$ cat config.mk
export PLATFORM = sky130hd
export DESIGN_NAME = alarm_ctrl
export DESIGN_NICKNAME = d
export VERILOG_FILES = /design/src/rtl/alarm_pkg.sv /design/src/rtl/ring_sequencer.sv /design/src/rtl/alarm_ctrl.sv
export SDC_FILE = /design/constraint.sdc
export NUM_CORES = 1
export LEC_CHECK = 0
export BUFFER_PORTS_ARGS = -buffer_cell sky130_fd_sc_hd__buf_2
export CORE_UTILIZATION = 63
export CTS_CLUSTER_DIAMETER = 80
export DETAILED_ROUTE_END_ITERATION = 16
export PLACE_DENSITY = 0.95
export SYNTH_ARGS = -nofsm -noshare
export SYNTH_HDL_FRONTEND = slang
export SYNTH_SLANG_ARGS = --single-unit
$ cat constraint.sdc
create_clock -name clk -period 4.9 [get_ports clk]
set_input_delay 0.98 -clock clk [delete_from_list [all_inputs] [get_ports clk]]
set_output_delay 0.98 -clock clk [all_outputs]
set_load 0.01 [all_outputs]
$ cat src/rtl/alarm_pkg.sv
// Shared types and helpers for the alarm clock controller: mode/alarm-state
// encodings, time constants and the wrap-around field increment.
package alarm_pkg;

  typedef enum logic [2:0] {
    MODE_RUN    = 3'd0,
    MODE_SET_TH = 3'd1,
    MODE_SET_TM = 3'd2,
    MODE_SET_AH = 3'd3,
    MODE_SET_AM = 3'd4
  } mode_e;

  typedef enum logic [1:0] {
    AL_IDLE    = 2'd0,
    AL_RINGING = 2'd1,
    AL_SNOOZE  = 2'd2
  } alarm_st_e;

  localparam logic [5:0] HOURS_PER_DAY = 6'd24;
  localparam logic [5:0] MIN_PER_HOUR  = 6'd60;

  // Increment v modulo lim; hours are passed zero-extended to 6 bits.
  function automatic logic [5:0] wrap_inc(input logic [5:0] v, input logic [5:0] lim);
    return (v >= lim - 6'd1) ? 6'd0 : v + 6'd1;
  endfunction

endpackage

$ cat src/rtl/ring_sequencer.sv
// Alarm ring/snooze/timeout FSM with registered match edge detection and
// the snooze target computed at the moment snooze is pressed.
module ring_sequencer
  import alarm_pkg::*;
#(
  parameter int SNOOZE_MIN     = 5,
  parameter int RING_TIMEOUT_S = 60
) (
  input  logic       clk,
  input  logic       rst,
  input  logic       tick_i,
  input  logic [4:0] cur_h_i,
  input  logic [5:0] cur_m_i,
  input  logic [4:0] alarm_h_i,
  input  logic [5:0] alarm_m_i,
  input  logic       arm_i,
  input  logic       snooze_i,
  input  logic       trig_en_i,
  input  logic       force_idle_i,
  output logic       ring_o
);
  localparam int RW = $clog2(RING_TIMEOUT_S + 1);

  alarm_st_e     st_q, st_d;
  logic          match_q, match_prev_q, snz_q, snz_prev_q, ring_q;
  logic [4:0]    tgt_h_q, tgt_h_d;
  logic [5:0]    tgt_m_q, tgt_m_d;
  logic [RW-1:0] cnt_q, cnt_d;
  logic          match_rise, snz_rise;
  logic [6:0]    m_sum;

  assign match_rise = match_q & ~match_prev_q;
  assign snz_rise   = snz_q & ~snz_prev_q;
  assign m_sum      = {1'b0, cur_m_i} + 7'(SNOOZE_MIN);

  always_comb begin
    st_d    = st_q;
    cnt_d   = cnt_q;
    tgt_h_d = tgt_h_q;
    tgt_m_d = tgt_m_q;
    // Disarm and entry into alarm editing override every other transition.
    if (!arm_i || force_idle_i) begin
      st_d = AL_IDLE;
    end else begin
      case (st_q)
        AL_IDLE: if (match_rise && trig_en_i) begin
          st_d  = AL_RINGING;
          cnt_d = '0;
        end
        AL_RINGING: begin
          if (snooze_i) begin
            st_d = AL_SNOOZE;
            if (m_sum >= 7'(MIN_PER_HOUR)) begin
              tgt_m_d = 6'(m_sum - 7'(MIN_PER_HOUR));
              tgt_h_d = 5'(wrap_inc({1'b0, cur_h_i}, HOURS_PER_DAY));
            end else begin
              tgt_m_d = m_sum[5:0];
              tgt_h_d = cur_h_i;
            end
          end else if (tick_i) begin
            if (cnt_q == RW'(RING_TIMEOUT_S - 1)) st_d = AL_IDLE;
            else                                   cnt_d = cnt_q + 1'b1;
          end
        end
        AL_SNOOZE: if (snz_rise) begin
          st_d  = AL_RINGING;
          cnt_d = '0;
        end
        default: st_d = AL_IDLE;
      endcase
    end
  end

  always_ff @(posedge clk or posedge rst) begin
    if (rst) begin
      st_q         <= AL_IDLE;
      cnt_q        <= '0;
      tgt_h_q      <= '0;
      tgt_m_q      <= '0;
      match_q      <= 1'b0;
      match_prev_q <= 1'b0;
      snz_q        <= 1'b0;
      snz_prev_q   <= 1'b0;
      ring_q       <= 1'b0;
    end else begin
      st_q         <= st_d;
      cnt_q        <= cnt_d;
      tgt_h_q      <= tgt_h_d;
      tgt_m_q      <= tgt_m_d;
      match_q      <= arm_i && (cur_h_i == alarm_h_i) && (cur_m_i == alarm_m_i);
      match_prev_q <= match_q;
      snz_q        <= arm_i && (cur_h_i == tgt_h_q) && (cur_m_i == tgt_m_q);
      snz_prev_q   <= snz_q;
      ring_q       <= (st_d == AL_RINGING);
    end
  end

  assign ring_o = ring_q;

endmodule

$ cat src/rtl/alarm_ctrl.sv
// Front-panel sequencer for the alarm clock: mode FSM, time/alarm edit
// registers, digit blink and edit timeout; ringing lives in ring_sequencer.
module alarm_ctrl
  import alarm_pkg::*;
#(
  parameter int SNOOZE_MIN     = 5,
  parameter int RING_TIMEOUT_S = 60,
  parameter int SET_TIMEOUT_S  = 30
) (
  input  logic       clk,
  input  logic       rst,
  input  logic       tick_1hz_i,
  input  logic [4:0] cur_h_i,
  input  logic [5:0] cur_m_i,
  input  logic       btn_mode_i,
  input  logic       btn_inc_i,
  input  logic       btn_snooze_i,
  input  logic       arm_sw_i,
  output logic       ld_time_o,
  output logic [4:0] ld_h_o,
  output logic [5:0] ld_m_o,
  output logic [4:0] alarm_h_o,
  output logic [5:0] alarm_m_o,
  output logic [2:0] mode_o,
  output logic       blink_o,
  output logic       ring_o
);
  localparam int SW = $clog2(SET_TIMEOUT_S + 1);

  mode_e         mode_q, mode_d;
  logic [4:0]    ld_h_q, ld_h_d, al_h_q, al_h_d;
  logic [5:0]    ld_m_q, ld_m_d, al_m_q, al_m_d;
  logic [SW-1:0] set_cnt_q, set_cnt_d;
  logic          ld_time_q, ld_time_d, blink_q, blink_d;
  logic          enter_ah, trig_en;

  assign enter_ah = btn_mode_i && (mode_q == MODE_SET_TM);
  assign trig_en  = (mode_q == MODE_RUN) || (mode_q == MODE_SET_TH) || (mode_q == MODE_SET_TM);

  always_comb begin
    mode_d    = mode_q;
    ld_h_d    = ld_h_q;
    ld_m_d    = ld_m_q;
    al_h_d    = al_h_q;
    al_m_d    = al_m_q;
    set_cnt_d = set_cnt_q;
    ld_time_d = 1'b0;
    if (btn_mode_i) begin
      set_cnt_d = '0;
      case (mode_q)
        MODE_RUN: begin
          mode_d = MODE_SET_TH;
          ld_h_d = cur_h_i;
          ld_m_d = cur_m_i;
        end
        MODE_SET_TH: mode_d = MODE_SET_TM;
        MODE_SET_TM: begin
          mode_d    = MODE_SET_AH;
          ld_time_d = 1'b1;
        end
        MODE_SET_AH: mode_d = MODE_SET_AM;
        default:     mode_d = MODE_RUN;
      endcase
    end else if (mode_q != MODE_RUN) begin
      if (btn_inc_i) begin
        set_cnt_d = '0;
        case (mode_q)
          MODE_SET_TH: ld_h_d = 5'(wrap_inc({1'b0, ld_h_q}, HOURS_PER_DAY));
          MODE_SET_TM: ld_m_d = wrap_inc(ld_m_q, MIN_PER_HOUR);
          MODE_SET_AH: al_h_d = 5'(wrap_inc({1'b0, al_h_q}, HOURS_PER_DAY));
          default:     al_m_d = wrap_inc(al_m_q, MIN_PER_HOUR);
        endcase
      end else if (tick_1hz_i) begin
        // Abandon the edit silently: no load strobe, alarm edits stay.
        if (set_cnt_q == SW'(SET_TIMEOUT_S - 1)) begin
          mode_d    = MODE_RUN;
          set_cnt_d = '0;
        end else begin
          set_cnt_d = set_cnt_q + 1'b1;
        end
      end
    end
    blink_d = (mode_d == MODE_RUN) ? 1'b0 : (blink_q ^ tick_1hz_i);
  end

  always_ff @(posedge clk or posedge rst) begin
    if (rst) begin
      mode_q    <= MODE_RUN;
      ld_h_q    <= '0;
      ld_m_q    <= '0;
      al_h_q    <= '0;
      al_m_q    <= '0;
      set_cnt_q <= '0;
      ld_time_q <= 1'b0;
      blink_q   <= 1'b0;
    end else begin
      mode_q    <= mode_d;
      ld_h_q    <= ld_h_d;
      ld_m_q    <= ld_m_d;
      al_h_q    <= al_h_d;
      al_m_q    <= al_m_d;
      set_cnt_q <= set_cnt_d;
      ld_time_q <= ld_time_d;
      blink_q   <= blink_d;
    end
  end

  ring_sequencer #(
    .SNOOZE_MIN    (SNOOZE_MIN),
    .RING_TIMEOUT_S(RING_TIMEOUT_S)
  ) u_ring (
    .clk         (clk),
    .rst         (rst),
    .tick_i      (tick_1hz_i),
    .cur_h_i     (cur_h_i),
    .cur_m_i     (cur_m_i),
    .alarm_h_i   (al_h_q),
    .alarm_m_i   (al_m_q),
    .arm_i       (arm_sw_i),
    .snooze_i    (btn_snooze_i),
    .trig_en_i   (trig_en),
    .force_idle_i(enter_ah),
    .ring_o      (ring_o)
  );

  assign ld_time_o = ld_time_q;
  assign ld_h_o    = ld_h_q;
  assign ld_m_o    = ld_m_q;
  assign alarm_h_o = al_h_q;
  assign alarm_m_o = al_m_q;
  assign mode_o    = mode_q;
  assign blink_o   = blink_q;

endmodule

==> run summary <==
Sw Pwr - 0.566 mW
Peak supply drop - 214 uV
cts hold-fix bufs - 0
critical path class - input port to flop
total power draw - 1.52 mW
Area growth, synth to finish - 9.65%
GR Util All Layers - 30.4%
input/output buffers - 45
Async SR Flop Fraction - 100%
leak pwr - 1.75 nW
Remaining Overflow, GRT - 0
Synth top area share - 39.5%
Register Area - 0.00140 sq mm
via count - 3,312
Vias/cell - 6.62
global-route wire length before repair - 14,400 microns
pin count of the biggest net entering global routing - 33
WP data arrival - 3.13 ns
First DRT Iteration DRCs - 258
HPWL after DPL - 6030 microns
fin crit share - 58.9%
Layout Cells excl Fill - 500
Reg clk slew, reported paths - 0.10 ns
CTS tree - yes
IO Pins - 46
yosys warns - 0
max_slew headroom - 20.4%
slowest stage delay, CP - 1.01 ns
pwr/cell area - 391 mW/mm^2
WL/cell - 17.3 microns
Worst EP required - 5.14 ns
core outline area - 0.00527 sq mm
crit path time final - 2.88 ns
Switching Fraction - 37.2%
clock latency on the worst-skew pair - 0.31 ns
syn_nets - 429
cts repair resizes - 0
DP Cell Count - 493
Post-Syn Instances - 399
setup total negative slack - 0 ns
EDFF count, synth - 0
cell taking the most area after synthesis - dfrtp_1
Max Cap Viol - 0
post-synthesis sequential area ratio - 39.5%
final setup margin - 2.02 ns
Worst Setup End Kind - flop
Post-Syn Area per Cell - 8.90 sq um
top-count cell post-synth - dfrtp_1
total detailed-routing wirelength - 8650 microns
# diodes - 0
status - completed
largest cells by area after synthesis - dfrtp_1 39%, xnor2_1 6.4%, ha_1 4.2%
distinct cell type count of the synthesized netlist - 69
H-tree depth - 2
HP Start - u_ring.match_q
Post-Route Skew - 0.00573 ns
CP startpoint kind - input port
Commonest cells post-synth - 56 x dfrtp_1, 36 x nand2_1, 29 x nor2_1, 26 x xnor2_1, 23 x nand3_1
CTS root buf - clkbuf_8
Max FO, Critical Path - 25
initial antenna violation count - 0
worst hold path class - flop to flop
RePlAce Congestion - 0.865
vias in the first global route - 3,097
setup violators final - 0
Fmax - 0.347 GHz
RSZ-0062 raised after global routing - no
FF-to-FF Start - mode_o[2]
Antenna Nets Post-Route - 0
maximum root-to-sink buffer count - 2
cells along the critical path - buf_2 -> nand4bb_1 -> nand2_1 -> nor3_1 -> o2111ai_1 -> nand3_1
Reg power frac - 44.6%
ys flop type - dfrtp_1
nets@finish - 460
pre-CTS WS - 1.80 ns
crit path from - btn_mode_i
synthesized area - 0.00355 sq mm
post-CTS setup buffer count - 0
Internal - 0.957 mW
Max Transition Viols Final - 0
die footprint - 0.00594 sq mm
area of the multi-input gates - 0.00199 sq mm
drt first pass iters - 7
Clock power frac - 23.4%
Chip Width - 77.1 microns
die height - 77.1 microns
Inserted Clock Buffers - 5
Synth Register Bits - 56
Worst-Margin Slew - 1.18 ns
# rows - 26
share of layout cells above drive strength 1 - 15.1%
combinational share of power - 32.0%
CP max-delay cell - nor3_1
Fillers - 397
initial core utilization - 67.4%
clk sinks - 56
drt drc - 0
Hold Vio Cnt, Final - 0
-- flip-flops by register name, summed over array words and instances (netlist names) --
register and flops:
alarm_m_o 6, ld_m_o 6, u_ring.cnt_q 6, u_ring.tgt_m_q 6, alarm_h_o 5, ld_h_o 5
set_cnt_q 5, u_ring.tgt_h_q 5, mode_o 3, u_ring.st_q 2, blink_o 1, ld_time_o 1
u_ring.match_prev_q 1, u_ring.match_q 1, u_ring.ring_o 1, u_ring.snz_prev_q 1, u_ring.snz_q 1
-- power groups by stage --
stage	sequential, mW	combinational [mW]	clock [mW]
2_1_floorplan	0.679	0.316	0
3_3_place_gp	0.681	0.455	0
3_5_place_dp	0.685	0.476	0
4_1_cts	0.676	0.484	0.356
5_1_grt	0.694	0.535	0.375
6_report	0.680	0.487	0.357
-- layout by cell type, fill, tap and decap left out, drive strengths merged, types with 3 or more instances in the layout --
master	n
and3	5
nor4b	3
buf	46
nand4	16
xnor2	26
nor2	29
and3b	3
a21o	3
dfrtp	56
o21ai	29
nor2b	5
nand3	23
inv	14
nand2b	4
a21oi	20
and2	3
ha	12
o31ai	11
clkbuf	5
nand2	36
a211oi	4
xor2	7
nor3	12
a31oi	7
o221ai	3
nand3b	3
a22oi	3
-- final cells by class --
cell class / instances / area share (%)
clock buffers: 5 / 1.77
repair buffers: 46 / 5.97
well taps: 70 / 2.25
clock inverters: 2 / 1.54
multi-input cells: 307 / 51.1
inverters: 14 / 1.35
flip-flops and latches: 56 / 36.0
-- cells by family after synthesis --
| family | share of synthesized area [%] |
|---|---|
| buffers and inverters | 4.47 |
| xor gates and xnor gates | 8.14 |
| muxes | 0.881 |
| AOI/OAI and AO/OA | 19.5 |
| adders and majority gates | 4.51 |
| and+or+nand+nor | 23.1 |
| DFF | 39.5 |
-- critical path: cells and delay by family --
| kind | cells | cell delay (ns) |
|---|---|---|
| and+or+nand+nor | 4 | 1.62 |
| buffers and inverters | 1 | 0.25 |
| AOI/OAI and AO/OA | 1 | 0.27 |
-- per-stage QoR --
stage	utilization [%]	hold slack, ns	cell area [sq um]
after floorplan	-	0.355	3550
after global placement	71.5	0.367	3770
after detailed placement	71.5	0.373	3770
after CTS	73.9	0.396	3890
after global routing	73.9	0.416	3890
final	73.9	0.393	3890
-- layer usage --
layer / up-vias / track usage [%] / wire length [microns] / part of all wire, %
met4: 0 / 13.0 / 250 / 2.9
met3: 27 / 4.40 / 564 / 6.5
li1: 1529 / - / - / -
met1: 1590 / 39.4 / 3570 / 41
met5: - / 0 / 0 / 0
met2: 166 / 50.5 / 4270 / 49
-- path summary, 6_finish.rpt --
kind	slack [ns]	cells past startpoint	end
setup / recovery	2.02	6	u_ring.tgt_m_q[4]
hold / removal	0.39	0	u_ring.match_prev_q
setup reg to reg	2.34	5	u_ring.tgt_m_q[4]
hold reg to reg	0.39	0	u_ring.match_prev_q
max in group asynchronous	3.39	3	ld_h_o[1]
min in group asynchronous	0.69	2	blink_o
Note: power is estimated with default switching activity, not from simulation.
